[config.mk]
export PLATFORM = sky130hd
export DESIGN_NAME = sram_bus_arbiter
export DESIGN_NICKNAME = d
export VERILOG_FILES = /design/src/rtl/sram_bus_arbiter.sv
export SDC_FILE = /design/constraint.sdc
export NUM_CORES = 1
export LEC_CHECK = 0
export ABC_AREA = 1
export ABC_CLOCK_PERIOD_IN_PS = 5100
export CORE_ASPECT_RATIO = 0.8
export CORE_MARGIN = 5
export CORE_UTILIZATION = 35
export CTS_CLUSTER_SIZE = 16
export DETAILED_ROUTE_END_ITERATION = 7
export PLACE_DENSITY = 0.71
export SKIP_LAST_GASP = 1
export SYNTH_ARGS = -nofsm -noshare
export SYNTH_HDL_FRONTEND = slang
export SYNTH_SLANG_ARGS = --single-unit
[constraint.sdc]
create_clock -name clk -period 5.1 [get_ports clk]
set_clock_uncertainty 0.15 [all_clocks]
set_input_delay 1.275 -clock clk [delete_from_list [all_inputs] [get_ports clk]]
set_output_delay 1.275 -clock clk [all_outputs]
set_load 0.02 [all_outputs]
[src/rtl/sram_bus_arbiter.sv]
// sram_bus_arbiter: merges the CPU instruction-fetch and data-access ports
// onto one shared valid/ready memory bus, one transaction in flight at a time.
// The data port wins ties; the instruction port is forced through after
// STARVE_LIMIT consecutive data grants while it waits.
module sram_bus_arbiter #(
    parameter int STARVE_LIMIT = 4
) (
    input  logic        clk,
    input  logic        rst,
    input  logic        inst_req,
    input  logic [31:0] inst_addr,
    output logic [31:0] inst_rdata,
    output logic        inst_done,
    input  logic        data_req,
    input  logic [3:0]  data_wen,
    input  logic [31:0] data_addr,
    input  logic [31:0] data_wdata,
    output logic [31:0] data_rdata,
    output logic        data_done,
    output logic        bus_req_valid,
    input  logic        bus_req_ready,
    output logic [3:0]  bus_wen,
    output logic [31:0] bus_addr,
    output logic [31:0] bus_wdata,
    input  logic        bus_resp_valid,
    input  logic [31:0] bus_rdata
);

    typedef enum logic [1:0] {IDLE, REQ, WAIT, DONE} state_t;

    localparam logic [3:0] LIMIT = 4'(STARVE_LIMIT);

    state_t      state_q;
    logic        owner_q;        // 1 = data port owns the transaction
    logic [3:0]  starve_cnt_q;
    logic [3:0]  starve_cnt_d;
    logic        bus_req_valid_q;
    logic [3:0]  bus_wen_q;
    logic [31:0] bus_addr_q;
    logic [31:0] bus_wdata_q;
    logic [31:0] inst_rdata_q;
    logic        inst_done_q;
    logic [31:0] data_rdata_q;
    logic        data_done_q;
    logic        grant_inst;
    logic        grant_data;

    // Arbitration decision and the starvation counter update it implies.
    always_comb begin
        grant_inst   = inst_req && (!data_req || (starve_cnt_q == LIMIT));
        grant_data   = !grant_inst && data_req;
        starve_cnt_d = '0;
        if (grant_data && inst_req) begin
            starve_cnt_d = (starve_cnt_q == LIMIT) ? starve_cnt_q : starve_cnt_q + 4'd1;
        end
    end

    // Transaction FSM; every output is a register updated here.
    always_ff @(posedge clk or posedge rst) begin
        if (rst) begin
            state_q         <= IDLE;
            owner_q         <= 1'b0;
            starve_cnt_q    <= '0;
            bus_req_valid_q <= 1'b0;
            bus_wen_q       <= '0;
            bus_addr_q      <= '0;
            bus_wdata_q     <= '0;
            inst_rdata_q    <= '0;
            inst_done_q     <= 1'b0;
            data_rdata_q    <= '0;
            data_done_q     <= 1'b0;
        end else begin
            inst_done_q <= 1'b0;
            data_done_q <= 1'b0;
            case (state_q)
                IDLE: begin
                    if (grant_inst || grant_data) begin
                        owner_q         <= grant_data;
                        bus_addr_q      <= grant_data ? data_addr : inst_addr;
                        bus_wen_q       <= grant_data ? data_wen : 4'h0;
                        bus_wdata_q     <= grant_data ? data_wdata : 32'h0;
                        bus_req_valid_q <= 1'b1;
                        starve_cnt_q    <= starve_cnt_d;
                        state_q         <= REQ;
                    end
                end
                REQ: begin
                    if (bus_req_ready) begin
                        bus_req_valid_q <= 1'b0;
                        state_q         <= WAIT;
                    end
                end
                WAIT: begin
                    if (bus_resp_valid) begin
                        if (owner_q) begin
                            // A store has no read data; report zero instead.
                            data_rdata_q <= (bus_wen_q != 4'h0) ? 32'h0 : bus_rdata;
                            data_done_q  <= 1'b1;
                        end else begin
                            inst_rdata_q <= bus_rdata;
                            inst_done_q  <= 1'b1;
                        end
                        state_q <= DONE;
                    end
                end
                DONE: begin
                    // No arbitration here: the core updates its request on this edge.
                    state_q <= IDLE;
                end
                default: state_q <= IDLE;
            endcase
        end
    end

    assign bus_req_valid = bus_req_valid_q;
    assign bus_wen       = bus_wen_q;
    assign bus_addr      = bus_addr_q;
    assign bus_wdata     = bus_wdata_q;
    assign inst_rdata    = inst_rdata_q;
    assign inst_done     = inst_done_q;
    assign data_rdata    = data_rdata_q;
    assign data_done     = data_done_q;

endmodule

==> reports/results.tsv, run 1 <==
stage	metric	value	unit
power_and_ir_drop	combinational share of power	0.459	
sta	minimum clock period	3.39	ns
clocking	clock slew seen by the registers of the worst setup and hold paths	0.06	ns
final_layout	Area Growth Syn to Fin	56.4	%
clocking	CTS Sinks	142	
clocking	CTS tree	done	
floorplan	Rows	43	
drt	drt total wl	18200	microns
grt	initial antenna violation count	2	
drt	number of remaining DRC errors	0	
drt	DR iter-0 viols	344	
sta	Peak Freq	295	MHz
floorplan	area of the core	17400	sq um
setup_path	Crit Path Category	in -> reg	
place	Detailed Place HPWL	13000	microns
synth	Synth area leader	dfrtp_1	
power_and_ir_drop	Sw Share	0.386	
floorplan	width of the die	159	microns
power_and_ir_drop	leakage power total	0.00498	uW
clocking	CTS Hold Bufs	0	
setup_path	crit end category	register	
floorplan	Initial Util	0.356	
final_layout	fillers	1566	
floorplan	Die H	129	microns
sta	Final Hold Fails	0	
synth	post-synthesis register bit count	142	
clocking	H-tree Lvls	4	
setup_path	crit-path max FO	36	
synth	Synth top area share	0.574	
power_and_ir_drop	Clock power frac	0.218	
grt	GR Util All Layers	0.177	
synth	syn_nets	915	
place	port buffer count	272	
place	routability cong.	0.812	
setup_path	most used cell, CP	nand2_1	
synth	largest cells by area after synthesis	dfrtp_1 (57%), nand2_1 (25%), nand3_1 (5.7%)	
grt	pin count of the biggest net entering global routing	83	
power_and_ir_drop	Psw	2280	uW
synth	mapped cell area	6190	sq um
drt	post-route ant nets	0	
drt	via-per-instance ratio	4.47	
sta	RSZ-0062 raised after global routing	false	
setup_path	family with the most delay on the worst path	simple AND/OR/NAND/NOR gates	
clocking	worst skew pair latency	0.41	ns
synth	sequential area share after synthesis	0.574	
setup_path	slowest stage delay, CP	0.53	ns
clocking	number of setup buffers added after CTS	0	
power_and_ir_drop	Worst VDD drop	0.258	mV
clocking	Num CTS Buffers	17	
clocking	CTS resizes	0	
setup_path	worst path cell trace	clkdlybuf4s50_1 -> nand2_1 -> inv_2 -> nand2_2 -> nand2_4 -> nor2_8 -> nand2_1 -> nand2_1	
grt	first-pass GRT wire length	28900	microns
drt	Vias	5687	
sta	setup violators final	0	
sta	Max-slew headroom	0.255	
synth	yosys warns	0	
setup_path	critical path required time	5.30	ns
clocking	Root Buffer	clkbuf_16	
sta	sum of negative setup slack	0	ns
final_layout	layout cell share with drive strength beyond 1	0.0477	
sta	fin crit share	0.664	
setup_path	slowest stage cell, crit path	nor2_8	
power_and_ir_drop	Flop pwr share	0.323	
grt	vias in the first global route	5643	
setup_path	Buf/Inv on CP	2	
final_layout	commonest non-fill, non-tap cell in the layout	nand2_1	
synth	Mapped Avg Cell Area	8.02	sq um
min_path	Hold Crit Class	reg -> reg	
clocking	Clock Path Buffers	2	
setup_path	crit start category	input pin	
flow_run	# Max-Cap Violations	0	
final_layout	antenna diode count	0	
drt	TritonRoute pass-1 iters	6	
floorplan	IO Pins	273	
synth	library cells used by synthesis	22	
power_and_ir_drop	internal power	3630	uW
floorplan	die area	20500	sq um
final_layout	# nets final	1178	
synth	cells after synthesis	772	
setup_path	WP data arrival	3.58	ns
status	status	complete, no violations	
sta	fin. max-slew vios	0	
drt	mean routed wirelength per cell	14.3	microns
sta	worst slew pin tran	1.12	ns
sta	final hold slack	0.325	ns
final_layout	most frequent cells in the layout	nand2_1 (415), clkdlybuf4s50_1 (272), dfrtp_1 (142)	
power_and_ir_drop	PD cells	610	nW/um^2
grt	global route overflow	0	
## layer usage
metal / GRT usage / wire length [microns]
met2: 0.279 / 8160
met5: 0 / 26
met4: 0.0451 / 251
met3: 0.0649 / 1780
met1: 0.232 / 7950
## registers in the layout, summed over array words and instances, names as in the netlist
name	flops
bus_addr	32
bus_wdata	32
data_rdata	32
inst_rdata	32
bus_wen	4
starve_cnt_q	4
state_q	2
bus_req_valid	1
data_done	1
inst_done	1
owner_q	1
## kinds of logic after synthesis
group,after synthesis,synth area share
compound gates,7,0.00566
flops,142,0.574
simple gates,501,0.327
buf+inv,117,0.0837
fa+ha+maj,5,0.0101
## layout make-up
cell class                      count  area (sq um)  area share
Tap cell                          225           282      0.0291
Clock inverter                     13           178      0.0184
Inverter                           81           308      0.0318
Multi-Input combinational cell    513          2120       0.219
Timing Repair Buffer              280          2810       0.290
Clock buffer                       19           433      0.0447
Sequential cell                   142          3550       0.367
## power by group through the flow
| stage | Combinational [uW] | Sequential, uW | Clock [uW] |
|---|---|---|---|
| floorplan | 831 | 2490 | 0 |
| global placement | 2720 | 1910 | 0 |
| detailed placement | 2750 | 1920 | 0 |
| CTS | 2760 | 1910 | 1320 |
| global route | 2950 | 1980 | 1380 |
| finish | 2710 | 1910 | 1290 |
## tightest hold or removal path: stages, from the launching register on
cell and delay (ns):
dfrtp_1 0.34, nand2_1 0.05, nand2_1 0.05
## per-stage QoR
stage	utilization	area (sq um)	setup WS (ns)	power [uW]	std cells
after floorplan	-	6190	1.90	3320	772
after global placement	0.522	9070	1.33	4630	1241
after detailed placement	0.522	9070	1.28	4670	1241
after CTS	0.557	9680	1.69	5990	1273
after global routing	0.557	9680	1.48	6310	1273
final	0.557	9680	1.71	5910	1273
## Yosys cell counts (all sizes together)
| cell | number |
|---|---|
| nand2 | 417 |
| dfrtp | 142 |
| inv | 81 |
| nand3 | 72 |
| buf | 29 |
| nor2 | 11 |
| clkbuf | 7 |
| o21ai | 6 |
| ha | 5 |
| a21oi | 1 |
| or2 | 1 |
## path summary, 6_finish.rpt
path	start	endpoint	slack, ns	cells past startpoint
setup / recovery	inst_req	bus_wdata[25]	1.71	8
hold / removal	bus_addr[18]	bus_addr[18]	0.33	2
setup reg to reg	starve_cnt_q[0]	bus_wdata[25]	2.43	9
hold reg to reg	bus_addr[18]	bus_addr[18]	0.33	2
max in group asynchronous	rst	bus_addr[5]	2.85	3
min in group asynchronous	rst	bus_wdata[5]	1.03	2
Power figures use the tool's default switching activity.
==> run 2: changes to the inputs <==
- ABC_CLOCK_PERIOD_IN_PS: 5100 -> 3100
- clock period: 5.1 -> 3.1 ns (I/O delays scaled with it)
==> reports/results.tsv, run 2 (synthesis results as in run 1) <==
stage	metric	value	unit
sta	fin crit share	0.768	
setup_path	critical path required time	2.17	ns
clocking	Clock Path Buffers	2	
sta	Max-slew headroom	0.680	
setup_path	worst path cell trace	clkdlybuf4s50_1	
power_and_ir_drop	overall power	9580	uW
flow_run	# Max-Cap Violations	0	
place	routability cong.	0.776	
grt	vias in the first global route	5759	
grt	global route overflow	0	
min_path	Hold Crit Class	reg -> reg	
drt	DR iter-0 viols	273	
drt	via-per-instance ratio	4.41	
setup_path	crit start category	register	
final_layout	# nets final	1184	
sta	setup violators final	0	
sta	minimum clock period	2.38	ns
floorplan	IO Pins	273	
grt	first-pass GRT wire length	30000	microns
drt	number of remaining DRC errors	0	
final_layout	most frequent cells in the layout	nand2_1 (415), clkdlybuf4s50_1 (272), dfrtp_1 (142)	
place	Detailed Place HPWL	13400	microns
place	port buffer count	272	
floorplan	Initial Util	0.356	
sta	final hold slack	0.326	ns
floorplan	width of the die	159	microns
setup_path	crit-path max FO	3	
setup_path	family with the most delay on the worst path	buffers and inverters	
final_layout	layout cell share with drive strength beyond 1	0.0550	
power_and_ir_drop	Worst VDD drop	0.429	mV
setup_path	setup slack, reg-to-reg	1.28	ns
floorplan	Rows	43	
clocking	Num CTS Buffers	17	
clocking	worst skew pair latency	0.41	ns
sta	worst slew pin tran	0.481	ns
final_layout	commonest non-fill, non-tap cell in the layout	nand2_1	
clocking	Root Buffer	clkbuf_16	
setup_path	Buf/Inv on CP	1	
power_and_ir_drop	PD cells	988	nW/um^2
final_layout	antenna diode count	0	
sta	Final Hold Fails	0	
clocking	CTS Sinks	142	
final_layout	Area Growth Syn to Fin	56.5	%
grt	pin count of the biggest net entering global routing	68	
setup_path	WP data arrival	1.46	ns
sta	fin. max-slew vios	0	
drt	TritonRoute pass-1 iters	4	
clocking	clock slew seen by the registers of the worst setup and hold paths	0.06	ns
floorplan	Die H	129	microns
grt	initial antenna violation count	1	
drt	mean routed wirelength per cell	14.6	microns
sta	sum of negative setup slack	0	ns
drt	drt total wl	18700	microns
setup_path	slowest stage delay, CP	0.64	ns
grt	GR Util All Layers	0.186	
drt	Vias	5634	
floorplan	die area	20500	sq um
clocking	CTS resizes	0	
power_and_ir_drop	leakage power total	0.00500	uW
sta	Peak Freq	420	MHz
clocking	number of setup buffers added after CTS	0	
setup_path	Crit Path Category	reg -> out	
floorplan	area of the core	17400	sq um
status	status	complete, no violations	
setup_path	slowest stage cell, crit path	clkdlybuf4s50_1	
clocking	CTS tree	done	
drt	post-route ant nets	0	
clocking	H-tree Lvls	4	
setup_path	crit end category	primary output	
sta	RSZ-0062 raised after global routing	false	
clocking	CTS Hold Bufs	0	
run 2: power breakdown:
part	switching (uW)	internal (uW)
logic	2470	2030
registers	466	2680
clock network	856	1070
total	3800	5780
run 2: path summary, 6_finish.rpt:
| kind | from | end | cells after the start |
|---|---|---|---|
| max reg2reg | starve_cnt_q[0] | bus_addr[17] | 10 |
| max | bus_wen[1] | bus_wen[1] | 1 |
| min reg2reg | bus_addr[0] | bus_addr[0] | 2 |
| min in group asynchronous | rst | bus_wdata[5] | 2 |
| min | bus_addr[0] | bus_addr[0] | 2 |
| max in group asynchronous | rst | data_rdata[25] | 3 |
run 2: final cells by class:
type / instances / area [sq um]
Timing Repair Buffer: 286 / 2870
Sequential cell: 142 / 3550
Multi-Input combinational cell: 513 / 2120
Inverter: 81 / 308
Clock buffer: 18 / 439
Tap cell: 225 / 282
Fill cell: 1603 / 7690
Clock inverter: 14 / 125
run 2: metrics by stage:
stage	instance area, sq um	utilization	setup slack (ns)	std cells
final	9690	0.558	0.719	1279
after global routing	9690	0.558	0.653	1279
after CTS	9690	0.558	0.688	1279
after detailed placement	9130	0.525	0.590	1247
after global placement	9130	0.525	0.613	1247
after floorplan	6190	-	0.398	772
run 2: metal layers:
layer,track usage,vias to the layer above,part of all wire
li1,-,2855,-
met1,0.241,2564,0.43
met2,0.296,191,0.46
met3,0.0629,22,0.096
met4,0.0542,2,0.015
met5,0,-,0.00070
